--- src/rtl/proc_n.sv ---
// Parametrised multicycle processor: 8 x N-bit register file, Run/Done sequencing over
// steps T0..T3, ALU with add/sub/and/cmp/shift, Z/Nf/C flags and a debug read port.
module proc_n #(
   parameter int unsigned N = 16
) (
   input  logic         Clock,
   input  logic         Reset,
   input  logic [15:0]  DIN,
   input  logic         Run,
   output logic         Done,
   output logic         Z,
   output logic         Nf,
   output logic         C,
   input  logic [2:0]   DbgSel,
   output logic [N-1:0] DbgData
);

   localparam int unsigned SW = $clog2(N);

   typedef enum logic [1:0] {StT0, StT1, StT2, StT3} step_e;
   typedef enum logic [2:0] {
      OpMv, OpMvt, OpAdd, OpSub, OpAnd, OpCmp, OpShift, OpMvnz
   } op_e;

   step_e        step_q, step_d;
   logic [15:0]  ir_q, ir_d;
   logic [N-1:0] r_q [8];
   logic [N-1:0] r_d [8];
   logic [N-1:0] a_q, a_d, g_q, g_d;
   logic         z_q, z_d, nf_q, nf_d, c_q, c_d;
   logic         done;

   op_e          opc;
   logic [2:0]   rx, ry;
   logic         is_alu;
   logic [N-1:0] op, mvt_val;
   logic [N:0]   add_ext, shl_ext, shr_ext;
   logic [SW-1:0] amt;
   logic [N-1:0] alu_res;
   logic         alu_c;

   assign opc     = op_e'(ir_q[15:13]);
   assign rx      = ir_q[11:9];
   assign ry      = ir_q[2:0];
   assign is_alu  = (opc != OpMv) && (opc != OpMvt) && (opc != OpMvnz);
   assign mvt_val = {ir_q[7:0], {(N-8){1'b0}}};

   // Immediate shifts reserve IR[8] for the shift type, so only IR[7:0] is the operand.
   always_comb begin
      if (!ir_q[12]) begin
         op = r_q[ry];
      end else if (opc == OpShift) begin
         op = {{(N-8){1'b0}}, ir_q[7:0]};
      end else begin
         op = {{(N-9){1'b0}}, ir_q[8:0]};
      end
   end

   // Shifting through one extra bit leaves the last bit shifted out in that bit.
   assign amt     = op[SW-1:0];
   assign add_ext = {1'b0, a_q} + {1'b0, op};
   assign shl_ext = {1'b0, a_q} << amt;
   assign shr_ext = {a_q, 1'b0} >> amt;

   always_comb begin
      alu_res = '0;
      alu_c   = 1'b0;
      unique case (opc)
         OpAdd: begin
            alu_res = add_ext[N-1:0];
            alu_c   = add_ext[N];
         end
         OpSub, OpCmp: begin
            alu_res = a_q - op;
            alu_c   = (a_q >= op);
         end
         OpAnd: begin
            alu_res = a_q & op;
         end
         OpShift: begin
            if (ir_q[8]) begin
               alu_res = shr_ext[N:1];
               alu_c   = shr_ext[0];
            end else begin
               alu_res = shl_ext[N-1:0];
               alu_c   = shl_ext[N];
            end
         end
         default: ;
      endcase
   end

   always_comb begin
      step_d = step_q;
      ir_d   = ir_q;
      r_d    = r_q;
      a_d    = a_q;
      g_d    = g_q;
      z_d    = z_q;
      nf_d   = nf_q;
      c_d    = c_q;
      done   = 1'b0;
      unique case (step_q)
         StT0: begin
            ir_d = DIN;
            if (Run) step_d = StT1;
         end
         StT1: begin
            if (is_alu) begin
               a_d    = r_q[rx];
               step_d = StT2;
            end else begin
               done   = 1'b1;
               step_d = StT0;
               if (opc == OpMv) r_d[rx] = op;
               if (opc == OpMvt) r_d[rx] = mvt_val;
               if (opc == OpMvnz && !z_q) r_d[rx] = op;
            end
         end
         StT2: begin
            g_d    = alu_res;
            z_d    = (alu_res == '0);
            nf_d   = alu_res[N-1];
            c_d    = alu_c;
            step_d = StT3;
         end
         StT3: begin
            done   = 1'b1;
            step_d = StT0;
            if (opc != OpCmp) r_d[rx] = g_q;
         end
         default: ;
      endcase
   end

   always_ff @(posedge Clock or posedge Reset) begin
      if (Reset) begin
         step_q <= StT0;
         ir_q   <= '0;
         a_q    <= '0;
         g_q    <= '0;
         z_q    <= 1'b0;
         nf_q   <= 1'b0;
         c_q    <= 1'b0;
         for (int i = 0; i < 8; i++) r_q[i] <= '0;
      end else begin
         step_q <= step_d;
         ir_q   <= ir_d;
         a_q    <= a_d;
         g_q    <= g_d;
         z_q    <= z_d;
         nf_q   <= nf_d;
         c_q    <= c_d;
         for (int i = 0; i < 8; i++) r_q[i] <= r_d[i];
      end
   end

   assign Done    = done;
   assign Z       = z_q;
   assign Nf      = nf_q;
   assign C       = c_q;
   assign DbgData = r_q[DbgSel];

endmodule

--- config.mk ---
export PLATFORM = sky130hd
export DESIGN_NAME = proc_n
export DESIGN_NICKNAME = d
export VERILOG_FILES = /design/src/rtl/proc_n.sv
export SDC_FILE = /design/constraint.sdc
export NUM_CORES = 1
export LEC_CHECK = 0
export CAP_MARGIN = 25
export CORE_ASPECT_RATIO = 0.7
export CORE_MARGIN = 10
export CORE_UTILIZATION = 35
export CTS_CLUSTER_DIAMETER = 80
export DETAILED_ROUTE_END_ITERATION = 8
export SLEW_MARGIN = 40
export SYNTH_ARGS = -nofsm -noshare
export SYNTH_HDL_FRONTEND = slang
export SYNTH_SLANG_ARGS = --single-unit
--- constraint.sdc ---
create_clock -name Clock -period 16.81 [get_ports Clock]
set_clock_uncertainty 0.15 [all_clocks]
set_input_delay 1.681 -clock Clock [delete_from_list [all_inputs] [get_ports Clock]]
set_output_delay 1.681 -clock Clock [all_outputs]
set_load 0.02 [all_outputs]
Yosys cells after proc, flatten, opt, wreduce, memory -nomap -nowiden
Cells that the tools add are included.

word-level totals
  bits in registers = 181
  latch bits = 0
  bits in writable memories = 0
  memory bits (read-only) = 0
  output and inout port bits = 20
  word-level logic and storage cells = 93
  memories kept = 0

cells by class
  $add $sub $neg = 2
  $mul = 0
  divide/modulo/power cells = 0
  $lt $le $gt $ge = 5
  equal/unequal tests = 16
  shift-type cells = 2
  multiplexer cells = 36
  bitwise gates (word level) = 4
  reduce and logical (&&, ||, !) cells = 13

operators with widths
  kind                                                                    number
  128-bit 2-to-1 mux                                                      9
  128-bit bitwise mux                                                     4
  128-bit one-hot mux with 2 select lines                                 1
  16-bit binary-select mux with 3-bit select                              3
  16-bit 2-to-1 mux                                                       9
  16-bit one-hot mux with 4 select lines                                  1
  16-bit demux with 3-bit select                                          1
  16-bit by 16-bit adder with 17-bit output                               1
  16-bit by 4-bit left shift with 17-bit output                           1
  17-bit by 4-bit >> shifter with 17-bit output                           1
  16-bit bitwise AND                                                      1
  16-bit >= comparator                                                    1
  16-bit logical NOT                                                      1
  16-bit subtractor                                                       1
  3-bit equality test (second input constant)                             4
  4-bit >= comparator (second input constant)                             3
  3-bit inverter with 4-bit output                                        3
  9-bit 2-to-1 mux                                                        1
  2-bit one-hot mux with 4 select lines                                   1
  3-bit by 2-bit equality test with 1-bit output (second input constant)  2
  2-bit inequality test (second input constant)                           3
  3-bit inequality test (second input constant)                           2
  2-bit equality test (second input constant)                             2
  1-bit logical AND                                                       4
  16 further kinds                                                        18

Depth between registers and ports, before layout
Gate-level depths: netlist of run 1.

  depth in word-level cells = 17
  depth in mapped cells = 22

Worst setup path before layout of run 1
OpenSTA, ideal clock, no wires.

  kind = reg-to-reg
  from = register ir_q[0]
  to = register z_q (netlist: Z)
  library setup time = 0.103 ns
  arrival = 5.234 ns
  slack = 11.323 ns
  stages on the path, launching flop included = 21
  path buffers = 5
  period minus slack after synthesis = 5.487 ns
  cells stage by stage = dfrtp_1 -> buf_2 -> clkbuf_1 -> buf_2 -> buf_2 -> buf_2 -> mux4_2 -> mux2i_1 -> o21ai_1 -> inv_1 -> ha_1 -> nor2b_1 -> a311oi_2 -> nor2_1 -> o41ai_1 -> o22a_1 -> a21oi_1 -> a2111oi_0 -> nand2_1 -> or4_1 -> o41ai_2

between the ends
  word-level cells in the longest chain between the ends = 9

RTL lines
  element                                                                    line  text
  start, declared                                                            26    logic [15:0] ir_q, ir_d;
  start signal, assigned                                                     148   ir_q <= ir_d;
  3-bit inverter with 4-bit output (not written as such)                     51    op = r_q[ry];
  16-bit binary-select mux with 3-bit select                                 51
  16-bit 2-to-1 mux (not written as such) (2 in a row)                       51
  16-bit 2-to-1 mux (*)                                                      50    if (!ir_q[12]) begin
  parallel branches: the longest is 2 deep, another holds 16-bit subtractor  -
  16-bit one-hot mux with 4 select lines (*)                                 68    unique case (opc)
  16-bit logical NOT (*)                                                     122   z_d = (alu_res == '0);
  end signal, assigned                                                       151   z_q <= z_d;
  end, declared                                                              30    logic z_q, z_d, nf_q, nf_d, c_q, c_d;

Mark *: on every way between the ends. The select of a mux whose other input is x is not followed.
A chain may end at the register's enable or synchronous reset.

Worst setup path in the final report of run 1
Same ends and word-level chain as after synthesis.

==> metrics.txt, run 1 <==
status complete, no violations; Root Driver clkbuf_16; Cell Area, Synth roughly 16,000 sq um; Ys Warns 0; FF/Latch Area 4510 sq um; final hold vios 0; Post-CTS Setup Bufs 0; Worst Setup Start Kind flip-flop; most common cell after layout, fill and taps aside nand2_1; routability cong. 1.02; Final Cycle Share 0.384; Fillers 4,409; DIE AREA about 53,000 sq um; Critical R2R Launch ir_q[0]; sequential share of the synthesized area 0.289; Vias 16,800; Synth Net Count approximately 1,900; drt pass-1 iters 6; Die H 196 microns; Crit. End Element flip-flop; DRT iter0 DRCs 2,941; final net count 1,848; share of layout cells above drive strength 1 0.137; worst-case clock buffer depth 2; register clock-pin slew on the reported worst setup and hold paths 0.07 ns; hold path startpoint g_q[1]; clock sink count 180; row count 64; Top FF cell, synth dfrtp_1; initial antenna violation count 0; WL/cell between 30 and 40 microns; H-Tree Depth 4; CP required 17.03 ns; post-CTS sizing 0; Hold Crit Class reg2reg; CTS hold repair buffers 0; Setup TNS 0 ns; Final min period 6.45 ns; dpl cell area 16,600 sq um; I/O pin total 42; Initial Utilization 0.355; Syn-to-layout area delta 10.7%; Max-cap violations 0; Port Buffers 41; Slew Viols, Final 0; worst-path fanout max 43; Die Span X 272 microns; final WL 74,500 microns; type of the worst setup path reg2reg; Clk Latency, worst-skew pair between 0.4 and 0.5 ns; EDFF count, synth 0; Fmax 155 MHz; Core ar. 43,800 sq um; final core occ 0.393; worst path arrival time 6.66 ns; synthesized flop and latch total 180; global-route usage over all layers 0.270; async set-or-reset flop fraction in the synthesized netlist 1.00; slew margin rel. 0.332; CTS buffer count 17; Setup Viol. Count Final 0; grt ovf 0; Synth Area per Inst around 8.5 sq um; post-route cell area 17,200 sq um; CTS tree built; hpwl dp roughly 52,000 microns; Worst Max-Slew Pin Slew around 1 ns; DRT antenna net count 0; cells after synthesis 1,835; ANT cells 0; first-pass GRT wire length 109,000 microns; Via density 7.01; CP startpoint ir_q[0]; RSZ-0062 raised after global routing no; drt drc 0; largest net degree at the start of global routing 112; area of the multi-input gates 10,400 sq um; vias in the first global route 15,400; most frequent cells in the layout nand2_1 (237), dfrtp_1 (176), o21ai_0 (166), nor2_1 (136), a21oi_1 (119); Netlist cell types 83
layout make-up:
class                           count  share of cell area
Multi-Input combinational cell   1447               0.603
Sequential cell                   180               0.262
Timing Repair Buffer               97              0.0487
Tap cell                          594              0.0431
Clock buffer                       22              0.0269
Inverter                           44              0.0105
Clock inverter                      8             0.00595
cell usage after synthesis (16+ instances only):
| cell | number | area share |
|---|---|---|
| nand2_1 | 240 | 0.058 |
| dfrtp_1 | 180 | 0.29 |
| o21ai_0 | 170 | 0.055 |
| nor2_1 | 139 | 0.034 |
| a21oi_1 | 125 | 0.040 |
| clkbuf_1 | 123 | 0.030 |
| a22oi_1 | 68 | 0.033 |
| a22o_1 | 65 | 0.037 |
| mux4_2 | 65 | 0.094 |
| mux2i_1 | 49 | 0.032 |
| mux2_2 | 43 | 0.031 |
| o31ai_1 | 42 | 0.020 |
| a221oi_1 | 40 | 0.023 |
| inv_1 | 40 | 0.0096 |
| ha_1 | 37 | 0.030 |
| nand3_1 | 35 | 0.011 |
| a31oi_1 | 30 | 0.012 |
| o211ai_1 | 22 | 0.011 |
| buf_1 | 21 | 0.0051 |
| a21o_1 | 19 | 0.0092 |
| o221ai_1 | 19 | 0.011 |
| nand2b_1 | 16 | 0.0064 |
logic make-up after synthesis:
logic type	after synthesis	share of synthesized area
AO/OA/AOI/OAI	721	0.315
AND/OR/NAND/NOR	519	0.147
buffers and inverters	208	0.0540
flip-flops	180	0.289
multiplexers	158	0.157
adder cells (fa/ha/maj)	39	0.0323
XOR/XNOR	10	0.00563
layer usage:
metal,share of wire,track usage,vias up
met3,0.16,0.0959,173
met2,0.38,0.353,1448
li1,-,-,6908
met5,0,0,-
met4,0.031,0.0879,0
met1,0.43,0.398,8248
metrics by stage:
stage	cells	setup slack, ns	hold WS, ns
after floorplan	1835	10.09	0.300
after global placement	2358	10.35	0.323
final	2392	10.36	0.346
after detailed placement	2361	10.27	0.332
after global routing	2392	10.03	0.367
after CTS	2391	10.23	0.349
worst paths after layout:
check,to,slack (ns),depth (start not counted)
min reg2reg,g_q[1],0.35,2
max in group asynchronous,ir_q[0],13.72,3
max,Z,10.36,17
min in group asynchronous,r_q[30],1.56,2
min,g_q[1],0.35,2
max reg2reg,Z,10.36,17
critical path: stages (launching register included):
cell       delay [ns]
dfrtp_4          0.78
buf_4            0.54
nor2b_1          0.25
a221oi_1         0.11
a21o_2           0.23
buf_4            0.28
inv_2            0.54
fa_1             0.36
or3b_1           0.39
a311oi_2         0.37
nor2_1           0.11
o41ai_2          0.44
o22a_1           0.20
a21oi_1          0.06
a2111oi_0        0.58
nand2_1          0.09
or4_1            0.48
o41ai_2          0.29
flip-flops by register name, indices dropped and copies added (netlist names), named ones only:
register  cells
ir_q         16
Z             1
r_q         128
step_q        1
C             1
a_q          16
g_q          16
Power of run 1 is left out: the tool's default activity adds up to more than one toggle a clock period on the data nets, which glitch-free logic cannot reach.
==> inputs of run 2 (changes only) <==
- clock period: 16.81 -> 6.6 ns (I/O delays scaled with it)
==> run 2 against run 1 <==
  * Largest cell class unchanged
  * Critical path depth fell by 1
  * Fmax rose by 9.3%
  * First-iteration DRC count rose by 6.8%
  * Via count rose by 0.83%
  * Sequential share of layout area rose by 0.082 points
  * Register-to-register slack got worse by 9.7 ns
  * Hold slack improved by 0.0042 ns
  * Final area fell by 0.31%
  * Setup slack got worse by 9.7 ns
  * Non-clock buffer count fell by 3
  * Critical path type unchanged
  * Routed wire length rose by 2.5%
==> metrics.txt, run 2 (synthesis results as in run 1) <==
I/O pin total 42 (unchanged); H-Tree Depth 4 (unchanged); Critical R2R Launch ir_q[0]; status complete, no violations; Crit. End Element flip-flop; Syn-to-layout area delta 10.4%; Core ar. 43,800 sq um (unchanged); hold path startpoint C; Final min period 5.90 ns (-0.547 ns); global-route usage over all layers 0.275 (+0.00541); vias in the first global route 15,500 (+0.40%); Largest register FFs 128 (unchanged); Die Span X 272 microns (unchanged); pre-CTS setup slack 0.862 ns (-9.40 ns); drt pass-1 iters 8 (+2); first-pass GRT wire length 110,000 microns (+1.5%); worst path arrival time 6.12 ns (-0.54 ns); Vias 16,900 (+0.83%); most common cell after layout, fill and taps aside nand2_1; Via density 7.07 (+0.83%); RSZ-0062 raised after global routing no; final core occ 0.392 (-0.00123); CTS hold repair buffers 0 (unchanged); Port Buffers 41 (unchanged); slew margin rel. 0.362 (+0.0295); type of the worst setup path reg2reg; clock sink count 180 (unchanged); final hold vios 0 (unchanged); routability cong. 1.01 (-0.74%); initial antenna violation count 2 (+2); CP startpoint ir_q[0]; most frequent cells in the layout nand2_1 (237), dfrtp_1 (176), o21ai_0 (165), nor2_1 (133), a21oi_1 (122); CTS tree built; Worst Setup Start Kind flip-flop; final net count 1,845 (-0.16%); grt ovf 0 (unchanged); DRT antenna net count 0 (unchanged); hpwl dp 54,000 microns (+3.3%); register clock-pin slew on the reported worst setup and hold paths 0.07 ns (about the same); DRT iter0 DRCs 3,142 (+6.8%); Post-CTS Setup Bufs 0 (unchanged); Setup TNS 0 ns (unchanged); DIE AREA 53,400 sq um (unchanged); Slew Viols, Final 0 (unchanged); worst-path fanout max 46 (+7.0%); R2R cell count 16 (-1); Clk Latency, worst-skew pair 0.47 ns (about the same); WL/cell 31.9 microns (+2.5%); Setup Viol. Count Final 0 (unchanged); Hold Crit Class reg2reg; Fmax 169 MHz (+9.3%); row count 64 (unchanged); post-CTS sizing 0 (unchanged); Final Cycle Share 0.894 (+0.510); Root Driver clkbuf_16; Initial Utilization 0.355 (unchanged); worst-case clock buffer depth 2 (unchanged); largest net degree at the start of global routing 84 (-25%); Worst Max-Slew Pin Slew 0.954 ns (-0.0441 ns); Max-cap violations 0 (unchanged); drt drc 0 (unchanged); WHS Path Cells 2 (unchanged); Biggest register r_q; Die H 196 microns (unchanged); final WL 76,400 microns (+2.5%); worst setup margin 0.700 ns (-9.66 ns); share of layout cells above drive strength 1 0.137 (-0.000480); CTS buffer count 17 (unchanged); CP required 6.82 ns (-10.21 ns)
[run 2: worst paths after layout]
kind,slack [ns],endpoint
max reg2reg,0.70,Z
min reg2reg,0.35,C
max,0.70,Z
max in group asynchronous,4.66,r_q[74]
min,0.35,C
min in group asynchronous,0.49,r_q[30]
[run 2: worst max-delay path, cell delays in order, from the launching register on]
cell       delay (ns)
dfrtp_4          0.85
buf_4            0.51
mux4_2           0.57
mux2i_1          0.14
o21ai_0          0.15
inv_1            0.14
ha_1             0.35
nand4_1          0.24
a21oi_1          0.14
o32ai_1          0.53
o21ai_0          0.29
a21o_1           0.24
a21oi_1          0.22
o2bb2ai_1        0.10
o21ai_0          0.38
o211ai_1         0.37
o41ai_2          0.40
[run 2: routing by layer]
metal,global-route usage,part of all wire,wire [microns],vias up
li1,-,-,-,6916
met3,0.120,0.16,12500,164
met5,0,0.00021,16,-
met4,0.0864,0.031,2370,2
met2,0.352,0.37,28600,1474
met1,0.400,0.43,32800,8361
[run 2: final cells by class]
type	count	area [sq um]
clock buffers	25	485
flip-flops and latches	180	4510
repair buffers	94	836
inverters	44	175
well taps	594	743
fillers	4429	26600
multi-input cells	1447	10400
clock inverters	7	47.5
diodes	1	2.50
[run 2: per-stage QoR]
stage | hold WS, ns | std cells | area [sq um]
floorplan | 0.300 | 1835 | 15600
global placement | 0.332 | 2355 | 16500
detailed placement | 0.333 | 2358 | 16600
CTS | 0.358 | 2390 | 17100
global route | 0.397 | 2391 | 17200
finish | 0.351 | 2392 | 17200
Power of run 2 is left out for the same reason.
